==> src/rtl/prga_fifo_upsizer.sv <==
`timescale 1ns/1ps
// prga_fifo_upsizer: packs MULTIPLIER upstream FIFO words into one wide word.
// Ports: clk, rst (async, high); upstream empty_i/rd_i/dout_i; downstream empty/rd/dout.
//
// The upstream side is a FIFO read port that is either lookahead
// (dout_i valid while empty_i is low) or registered (dout_i valid the
// cycle after rd_i). The downstream side is always lookahead: dout is
// valid while empty is low, and rd consumes it.
module prga_fifo_upsizer #(
  parameter int DATA_WIDTH      = 8,
  parameter int MULTIPLIER      = 4,
  parameter int INPUT_LOOKAHEAD = 1
) (
  input  logic                             clk,
  input  logic                             rst,
  input  logic                             empty_i,
  output logic                             rd_i,
  input  logic [DATA_WIDTH-1:0]            dout_i,
  output logic                             empty,
  input  logic                             rd,
  output logic [DATA_WIDTH*MULTIPLIER-1:0] dout
);

  localparam int CW = $clog2(MULTIPLIER + 1);
  localparam int IW = $clog2(MULTIPLIER);

  localparam logic [CW-1:0] FULL   = CW'(MULTIPLIER);
  localparam logic [CW:0]   FULL_E = (CW + 1)'(MULTIPLIER);

  logic [DATA_WIDTH-1:0] slots [MULTIPLIER];
  logic [CW-1:0]         cnt;
  logic                  pending;
  logic                  pop;
  logic                  capture;
  logic [CW:0]           eff;
  logic [IW-1:0]         idx;

  assign empty = (cnt != FULL);
  assign pop   = rd & ~empty;

  // Words already held plus the one still in flight from the upstream FIFO.
  assign eff = {1'b0, cnt} + {{CW{1'b0}}, pending};

  // A pop this cycle frees every slot, so reading in the same cycle keeps
  // the stream gap-free across packed-word boundaries.
  assign rd_i = ~empty_i & ((eff < FULL_E) | pop);

  // cnt never reaches MULTIPLIER while a capture happens, so the low bits
  // are a valid slot index whenever they are used.
  assign idx = cnt[IW-1:0];

  for (genvar k = 0; k < MULTIPLIER; k++) begin : g_pack
    assign dout[k*DATA_WIDTH +: DATA_WIDTH] = slots[k];
  end

  if (INPUT_LOOKAHEAD != 0) begin : g_la
    assign pending = 1'b0;
    assign capture = rd_i;
  end else begin : g_nla
    // Data for a read arrives one cycle later; pending marks that cycle.
    always_ff @(posedge clk or posedge rst) begin
      if (rst) begin
        pending <= 1'b0;
      end else begin
        pending <= rd_i;
      end
    end
    assign capture = pending;
  end

  always_ff @(posedge clk or posedge rst) begin
    if (rst) begin
      cnt <= '0;
    end else if (pop) begin
      cnt <= capture ? CW'(1) : '0;
    end else if (capture) begin
      cnt <= cnt + CW'(1);
    end
  end

  // Slot storage carries no reset; contents are only observable once
  // cnt has been refilled after reset.
  always_ff @(posedge clk) begin
    if (capture) begin
      slots[pop ? IW'(0) : idx] <= dout_i;
    end
  end

endmodule

==> config.mk <==
export PLATFORM = sky130hd
export DESIGN_NAME = prga_fifo_upsizer
export DESIGN_NICKNAME = d
export VERILOG_FILES = /design/src/rtl/prga_fifo_upsizer.sv
export SDC_FILE = /design/constraint.sdc
export NUM_CORES = 1
export LEC_CHECK = 0
export CAP_MARGIN = 25
export CORE_ASPECT_RATIO = 0.7
export CORE_MARGIN = 4
export CORE_UTILIZATION = 41
export CTS_BUF_LIST = sky130_fd_sc_hd__clkbuf_8
export DETAILED_ROUTE_END_ITERATION = 8
export DONT_BUFFER_PORTS = 1
export MAX_ROUTING_LAYER = met4
export SKIP_LAST_GASP = 1
export SYNTH_ARGS = -nofsm -noshare
export SYNTH_HDL_FRONTEND = slang
export SYNTH_SLANG_ARGS = --single-unit
==> constraint.sdc <==
create_clock -name clk -period 3.46 [get_ports clk]
set_input_delay 0.865 -clock clk [delete_from_list [all_inputs] [get_ports clk]]
set_output_delay 0.865 -clock clk [all_outputs]
set_load 0.005 [all_outputs]
==> results.yml <==
clocking:
  clock-sinks: 35
  h-tree-depth: 2
  post_cts_buffers: 0
  cts_tree: "done"
  cts_hold_buf: 0
  cts_max_path_buffers: 2
  cts-root-buf: "clkbuf_8"
  clk_pin_slew_ps: 60
  cts_resized: 0
  clock_latency_ps: 270
  cts_buffers: 5
setup_path:
  r2r_slack_ps: 1620
  start_kind: "flip-flop"
  required_ps: 2590
  critical-path-top-delay-family: "flip-flops"
  critPathMaxStageDelay_ps: 410
  path_buf_inv: 1
  path_max_fanout: 5
  crit_type: "flip-flop to output port"
  cp_data_arrival_time_ps: 1290
  crit_chain: "inv_1, ha_1, a21boi_4, nor2_2"
  cp-end-kind: "output port"
  cp_slowest_cell: "dfrtp_1"
final_layout:
  design_area_um2: 1330
  fin_util: 0.508
  final_cells: 99
  layout_common_cells: "edfxtp_1 (32), inv_1 (5), clkbuf_8 (5)"
  nets: 79
  drive_gt1_frac: 0.138
  diodes: 0
  final_common_cell: "edfxtp_1"
  area_growth_pct: 12.3
global_routing:
  gr-total-overflow: 0
  grt.total_usage: 0.118
  grt_pass1_vias: 509
  grt_max_degree: 11
  grt_pass1_wl_um: 3040
  antenna_found_initial: 0
synth:
  ys.flop_type: "edfxtp_1"
  synth_cells: 58
  synth_edf_count: 32
  yosysWarnings: 0
  ys_seq_area_frac: 0.878
  syn-cell-area_um2: 1180
  async_reset_ff_frac: 0.0857
  syn-num-nets: 72
  ys_types: 16
  synth-seq-cells: 35
  syn_avg_cell_area_um2: 20.3
placement:
  numPortBuffers: 0
  post-dp-hpwl_um: 1530
  dp_cells: 92
  place.gp.congestion: 0.755
  dp_slack_ps: 1340
  dpl_cell_area_um2: 1220
timing:
  fin_crit_ps: 2150
  setup_tns_ps: 0
  worst_slack_ps: 1310
  timing.final.crit_share: 0.623
  slew_headroom: 0.504
  worst_pin_slew_ps: 741
  grt_setup_unrepaired: "no"
  finalSetupViolCount: 0
  skew_ps: 6.80
  drv_slew: 0
  finalHoldViolCount: 0
  max_freq_mhz: 464
floorplan:
  die_area_um2: 3810
  start_util: 0.452
  fp.dieH_um: 52.9
  die_x_um: 72.1
  rows: 15
  coreArea_um2: 2610
  io_pins: 46
pwr:
  p_per_area_nw_per_um2: 814
  vdd_drop_max_mv: 0.318
  total_leakage_power_nw: 0.465
worst_hold_path:
  min_path_type: "input port to async pin"
route:
  vias_per_cell: 5.28
  routed_wl_um: 2150
  num_vias: 523
  wire_per_inst_um: 21.7
  drtPass1Iterations: 4
  dr.first_iter.drc_count: 28
  drc: 0
  ant_nets: 0
status:
  outcome: "finished clean"
flow_run:
  max_cap_viol_count: 0
==> power breakdown <==
group          internal (mW)  switching, mW  total [mW]  leakage, nW
Sequential             0.553         0.0511       0.605        0.329
Combinational         0.0460         0.0884       0.134       0.0807
Clock                  0.208          0.132       0.340       0.0554
==> state kept, by name (all words and copies together), names as in the netlist <==
name   cells
cnt        3
slots     32
==> cells by family after synthesis <==
group	count (synthesis)	share of synthesized area
fa+ha+maj	2	0.0212
simple gates	11	0.0424
buf+inv	4	0.0127
flops	35	0.878
compound gates	6	0.0456
==> Yosys cell counts (all sizes together), types with 2 or more instances <==
master	count	area, um2
edfxtp	32	961
nor2	5	21.3
inv	4	15.0
dfrtp	3	75.1
nand2	3	11.3
ha	2	25.0
==> layer usage <==
metal  vias up  track usage  part of all wire
met5         -            -                 0
met4         0       0.0375            0.0033
met3         2       0.0797              0.14
met2        34        0.165              0.45
met1       257        0.136              0.40
li1        230            -                 -
==> worst reg2reg max path, cell delays in order (launching register included) <==
cell and delay, ps:
dfrtp_1 420, inv_1 100, ha_1 270, a31oi_1 110
nor2_1 570
==> worst paths after layout <==
kind | endpoint | cells after the start | startpoint
worst min-delay path | cnt[2]$_DFFE_PP0P_ | 1 | rst
max in group asynchronous | cnt[1]$_DFFE_PP0P_ | 1 | rst
worst max register to register | slots[0][5]$_DFFE_PP_ | 4 | cnt[1]$_DFFE_PP0P_
worst max-delay path | rd_i | 4 | cnt[0]$_DFFE_PP0P_
worst min register to register | cnt[0]$_DFFE_PP0P_ | 1 | cnt[0]$_DFFE_PP0P_
min in group clk | cnt[0]$_DFFE_PP0P_ | 1 | cnt[0]$_DFFE_PP0P_
==> stage by stage <==
step                hold WS, ps  power (mW)
CTS                         338        1.09
finish                      344        1.08
global placement            600       0.744
global route                342        1.13
detailed placement          609       0.751
floorplan                   563       0.702
==> cell type report <==
class	count	area, um2
Inverter	4	15.0
Clock buffer	5	68.8
Sequential cell	35	1040
Clock inverter	2	33.8
Multi-Input combinational cell	19	129
Tap cell	34	42.5
Fill cell	202	1280
(Power assumes the default switching activity.)
